<file path="config.mk">
export PLATFORM = sky130hd
export DESIGN_NAME = debounce_multi
export DESIGN_NICKNAME = d
export VERILOG_FILES = /design/src/rtl/debounce_pkg.sv /design/src/rtl/debounce_ch.sv /design/src/rtl/debounce_multi.sv
export SDC_FILE = /design/constraint.sdc
export NUM_CORES = 1
export LEC_CHECK = 0
export CELL_PAD_IN_SITES_DETAIL_PLACEMENT = 1
export CELL_PAD_IN_SITES_GLOBAL_PLACEMENT = 2
export CORE_MARGIN = 2
export CORE_UTILIZATION = 31
export DETAILED_ROUTE_END_ITERATION = 16
export GPL_TIMING_DRIVEN = 1
export PLACE_DENSITY_LB_ADDON = 0.12
export SLEW_MARGIN = 15
export SYNTH_ARGS = -nofsm -noshare
export SYNTH_HDL_FRONTEND = slang
export SYNTH_SLANG_ARGS = --single-unit
</file>
<file path="constraint.sdc">
create_clock -name clk -period 1.5 [get_ports clk]
set_input_delay 0.15 -clock clk [delete_from_list [all_inputs] [get_ports clk]]
set_output_delay 0.15 -clock clk [all_outputs]
set_load 0.05 [all_outputs]
</file>
<file path="src/rtl/debounce_pkg.sv">
// Shared constants for the multi-channel button debouncer: default and board parameter values
// plus counter-width helpers. Optional long-press support is enabled by DEBOUNCE_LONGPRESS_EN.
package debounce_pkg;

   localparam int DEF_N_CH          = 4;
   localparam int DEF_SYNC_STAGES   = 2;
   localparam int DEF_STABLE_CYCLES = 16;
   localparam int DEF_LONG_CYCLES   = 1000;

   // Board build: 50 MHz clk, 10 ms debounce window, 1 s long press.
   localparam int BOARD_CLK_HZ        = 50_000_000;
   localparam int BOARD_STABLE_CYCLES = BOARD_CLK_HZ / 100;
   localparam int BOARD_LONG_CYCLES   = BOARD_CLK_HZ;

   localparam int CNT_W  = $clog2(DEF_STABLE_CYCLES + 1);
   localparam int HOLD_W = $clog2(DEF_LONG_CYCLES + 1);

   // Width of a counter that must hold the values 0..n.
   function automatic int cnt_width(input int n);
      return $clog2(n + 1);
   endfunction

endpackage

</file>
<file path="src/rtl/debounce_ch.sv">
// One debounce channel: synchroniser, stability counter, level and edge-pulse registers.
// With DEBOUNCE_LONGPRESS_EN defined, also a hold counter driving a one-shot long_press pulse.
module debounce_ch
   import debounce_pkg::*;
#(
   parameter int SYNC_STAGES   = DEF_SYNC_STAGES,
   parameter int STABLE_CYCLES = DEF_STABLE_CYCLES,
   parameter int LONG_CYCLES   = DEF_LONG_CYCLES
) (
   input  logic clk,
   input  logic rst,
   input  logic btn,
   output logic level,
   output logic rise,
`ifdef DEBOUNCE_LONGPRESS_EN
   output logic fall,
   output logic long_press
`else
   output logic fall
`endif
);

   localparam int CNT_BITS = cnt_width(STABLE_CYCLES);

   logic [SYNC_STAGES-1:0] r_sync;
   logic [CNT_BITS-1:0]    r_cnt;
   logic                   r_level;
   logic                   r_rise;
   logic                   r_fall;
   logic                   w_sync;
   logic                   w_differ;
   logic                   w_flip;

   assign w_sync   = r_sync[SYNC_STAGES-1];
   assign w_differ = (w_sync != r_level);
   assign w_flip   = w_differ && (r_cnt == CNT_BITS'(STABLE_CYCLES - 1));

   // NOTE: every register here, sync chain included, uses <= and is cleared by rst.
   always_ff @(posedge clk) begin
      if (rst) begin
         r_sync  <= '0;
         r_cnt   <= '0;
         r_level <= 1'b0;
         r_rise  <= 1'b0;
         r_fall  <= 1'b0;
      end else begin
         r_sync <= {r_sync[SYNC_STAGES-2:0], btn};
         r_rise <= w_flip & w_sync;
         r_fall <= w_flip & ~w_sync;
         if (!w_differ || w_flip)
            r_cnt <= '0;
         else
            r_cnt <= r_cnt + CNT_BITS'(1);
         if (w_flip)
            r_level <= w_sync;
      end
   end

   assign level = r_level;
   assign rise  = r_rise;
   assign fall  = r_fall;

`ifdef DEBOUNCE_LONGPRESS_EN
   localparam int HOLD_BITS = cnt_width(LONG_CYCLES);

   logic [HOLD_BITS-1:0] r_hold;
   logic [HOLD_BITS-1:0] w_hold_next;
   logic                 r_long;
   logic                 w_level_next;
   logic                 w_long_fire;

   assign w_level_next = w_flip ? w_sync : r_level;

   always_comb begin
      w_hold_next = r_hold;
      if (!r_level || w_flip)
         w_hold_next = '0;
      else if (r_hold != HOLD_BITS'(LONG_CYCLES))
         w_hold_next = r_hold + HOLD_BITS'(1);
   end

   // Fire only on arrival at LONG_CYCLES-1, so saturation cannot retrigger.
   assign w_long_fire = w_level_next
                     && (w_hold_next == HOLD_BITS'(LONG_CYCLES - 1))
                     && ((w_hold_next != r_hold) || w_flip);

   always_ff @(posedge clk) begin
      if (rst) begin
         r_hold <= '0;
         r_long <= 1'b0;
      end else begin
         r_hold <= w_hold_next;
         r_long <= w_long_fire;
      end
   end

   assign long_press = r_long;
`endif

endmodule

</file>
<file path="src/rtl/debounce_multi.sv">
// N_CH independent button debouncers sharing clk and a synchronous active-high rst.
// Defining DEBOUNCE_LONGPRESS_EN adds the per-channel long_press output.
module debounce_multi
   import debounce_pkg::*;
#(
   parameter int N_CH          = DEF_N_CH,
   parameter int SYNC_STAGES   = DEF_SYNC_STAGES,
   parameter int STABLE_CYCLES = DEF_STABLE_CYCLES,
   parameter int LONG_CYCLES   = DEF_LONG_CYCLES
) (
   input  logic            clk,
   input  logic            rst,
   input  logic [N_CH-1:0] btn,
   output logic [N_CH-1:0] level,
   output logic [N_CH-1:0] rise,
`ifdef DEBOUNCE_LONGPRESS_EN
   output logic [N_CH-1:0] fall,
   output logic [N_CH-1:0] long_press
`else
   output logic [N_CH-1:0] fall
`endif
);

   for (genvar g = 0; g < N_CH; g++) begin : g_ch
      debounce_ch #(
         .SYNC_STAGES  (SYNC_STAGES),
         .STABLE_CYCLES(STABLE_CYCLES),
         .LONG_CYCLES  (LONG_CYCLES)
      ) u_ch (
         .clk       (clk),
         .rst       (rst),
         .btn       (btn[g]),
         .level     (level[g]),
         .rise      (rise[g]),
`ifdef DEBOUNCE_LONGPRESS_EN
         .fall      (fall[g]),
         .long_press(long_press[g])
`else
         .fall      (fall[g])
`endif
      );
   end

endmodule

</file>
==> results.md <==
- Cell area after layout: 1850 µm²
- Worst Path Max Fanout: 5
- Grt ovf: 0
- Vias per std cell: 4.50
- Most numerous cell in the Yosys netlist: dfxtp_1
- Worst Path Required: 1.72 ns
- Place WS: -0.0247 ns
- Setup slack after layout: 0.0630 ns
- Clk buf depth: 2
- Pleak: 0.000694 µW
- Yosys warns: 0
- Non-Filler Instances: 210
- CTS tree: done
- Area of the core: 4690 µm²
- CP Class: register to register
- DIE HEIGHT: 73.7 µm
- Fin crit share: 95.8%
- TritonCTS buffer count: 5
- Vias in the first global route: 914
- Largest net degree at the start of global routing: 25
- Reg2reg end: g_ch[1].u_ch.r_cnt[0]
- RSZ-0062 raised after global routing: false
- Worst skew pair latency: 0.29 ns
- Skew final: 0.00479 ns
- P per Cell Area: 1080 nW/µm²
- HPWL after detailed placement: 1660 µm
- Reg-to-reg slack, setup: 0.06 ns
- IR drop worst, VDD: 0.418 mV
- ANT cells: 0
- # DRC: 0
- Data arrival, critical path: 1.66 ns
- Ys async rst share: 0%
- Post-layout util: 39.4%
- Synth unique cells: 14
- Synth top cells by count: 40 x dfxtp_1, 24 x nor2_1, 12 x buf_4
- CP Capture Point: g_ch[1].u_ch.r_cnt[0]
- Max cap viols: 0
- Mux share of post-synthesis cell area: 2.66%
- I/O Buffers: 17
- Share of cells above drive strength 1: 37.2%
- Syn avg cell area: 10.9 µm²
- Slew Viols, Final: 0
- Syn-to-layout area delta: 23.0%
- CTS H-tree depth: 2
- Clock root cell: clkbuf_8
- Clock slew at reported path FFs: 0.07 ns
- DR pass1 iterations: 3
- Simple-gate share of the synthesized area: 22.0%
- Remaining antenna violation count after routing: 0
- Post-synth EDFFs: 0
- Die ar.: 5420 µm²
- Syn Std Cell Area: 1500 µm²
- RR Startpoint: g_ch[1].u_ch.r_cnt[0]
- Post-synthesis adder-cell area fraction: 6.66%
- Row cnt: 25
- Wire length per cell: 11.0 µm
- Largest family of logic cells by synthesized area: simple AND/OR/NAND/NOR gates
- Final nets: 169
- Fmax: 0.696 GHz
- Flops & latches, synth: 40
- Initial DRC Count: 23
- Crit path capture type: register
- DR vias: 946
- Worst-margin pin slew: 0.172 ns
- Min cycle time layout: 1.44 ns
- CP Launch Type: register
- Yosys top cell area share: 53.2%
- Gpl congestion: 0.627
- Rel. slew slack: 88.4%
- Register area share after synthesis: 53.2%
- Initial Util: 32.1%
- First-pass GRT wire length: 4000 µm
- Worst Setup SP: g_ch[1].u_ch.r_cnt[0]
- Die X-Extent: 73.7 µm
- Antenna violations before repair: 0
- Sink Count: 40
- Total routed wirelength: 2310 µm
- R2R depth: 5
- Synth area leaders: dfxtp_1 53%, and4bb_2 6.7%, ha_1 6.7%, buf_4 6.0%, nor2_1 6.0%
- Syn nets: 152
- Endpoints failing hold: 0
- Cts hold-fix bufs: 0
- Boundary Pins: 18
- Setup Viol. Count Final: 0
- Status: completed
- Placed Cells: 200
- Tot GR Track Use: 9.77%
- Placed cell area: 1660 µm²
- Post-synth top area cell: dfxtp_1
- HP Class: input port to register
- Compound-Gate Fraction of Synth Area: 0%
- Synth Instances: 138
- Synth Area in XOR/XNOR: 6.99%
- Top FF cell, synth: dfxtp_1
==> report_power, final <==
| part | leakage, µW | total (µW) | internal, µW | switching, µW |
|---|---|---|---|---|
| logic | 0.000313 | 58.6 | 35.8 | 22.8 |
| clock network | 0.0000552 | 851 | 494 | 357 |
| registers | 0.000326 | 1080 | 1070 | 8.19 |
==> layout make-up <==
class / instances / area (µm²)
clock buffers: 6 / 72.6
clock inverters: 2 / 35.0
fillers: 519 / 2840
inverters: 8 / 30.0
multi-input cells: 76 / 636
flip-flops and latches: 40 / 805
well taps: 54 / 67.6
repair buffers: 24 / 205
==> metrics by stage <==
stage | total power [µW] | hold slack (ns) | TNS, ns
floorplan | 1130 | 0.278 | 0
global placement | 1160 | 0.421 | 0
detailed placement | 1160 | 0.431 | -0.0724
CTS | 2020 | 0.420 | 0
global route | 2080 | 0.427 | 0
finish | 1990 | 0.422 | 0
==> critical path: stages, from the launching register on <==
cell,delay (ns)
dfxtp_2,0.33
ha_2,0.19
and3_4,0.17
ha_2,0.17
or3_4,0.40
nor2_2,0.12
==> placed cells by master (no fill, tap or decap) <==
cell	instances
bufinv_16	1
nor2_1	17
xnor2_1	8
and3_1	1
and4bb_2	8
ha_4	1
mux2i_1	4
dfxtp_1	37
buf_12	1
or3_4	4
buf_4	18
clkinv_2	1
ha_2	6
clkbuf_8	5
clkdlybuf4s50_1	5
nor2b_1	8
clkbuf_1	1
inv_1	8
and3_4	3
nor2_2	7
dfxtp_2	3
nand3_1	4
ha_1	1
xor2_1	4
==> flip-flops by register name (all words and copies together), names as in the netlist <==
register,flops
g_ch.u_ch.fall,4
g_ch.u_ch.r_sync,8
g_ch.u_ch.level,4
g_ch.u_ch.r_cnt,20
g_ch.u_ch.rise,4
==> kinds of logic (layout without fill, tap and decap cells) <==
logic type,count (synthesis),count (layout)
buf+inv,22,40
xor+xnor,12,12
flops,40,40
fa+ha+maj,8,8
simple gates,52,52
mux,4,4
==> layer usage <==
layer	routed length, µm	global-route usage, %	up-vias
li1	-	-	466
met1	1030	10.6	456
met2	1110	16.1	19
met3	136	4.39	5
met4	36	4.85	0
met5	0	0	-
==> what timing repair did <==
action	4_1_cts	5_1_grt
endpoints found under the setup margin	10	20
resized for setup	4	17
pin swaps	4	10
setup buffers	0	2
==> how the worst min path moves through the flow <==
stage	from	cells after the start	slack, ns	to
final	btn[0]	2	0.42	g_ch[0].u_ch.r_sync[0]
after global routing	btn[0]	2	0.43	g_ch[0].u_ch.r_sync[0]
after floorplan	btn[0]	1	0.28	g_ch[0].u_ch.r_sync[0]
after CTS	btn[0]	2	0.42	g_ch[0].u_ch.r_sync[0]
after detailed placement	g_ch[2].u_ch.r_sync[0]	1	0.43	g_ch[2].u_ch.r_sync[1]
after global placement	g_ch[2].u_ch.r_sync[0]	1	0.42	g_ch[2].u_ch.r_sync[1]
(Power assumes the default switching activity.)
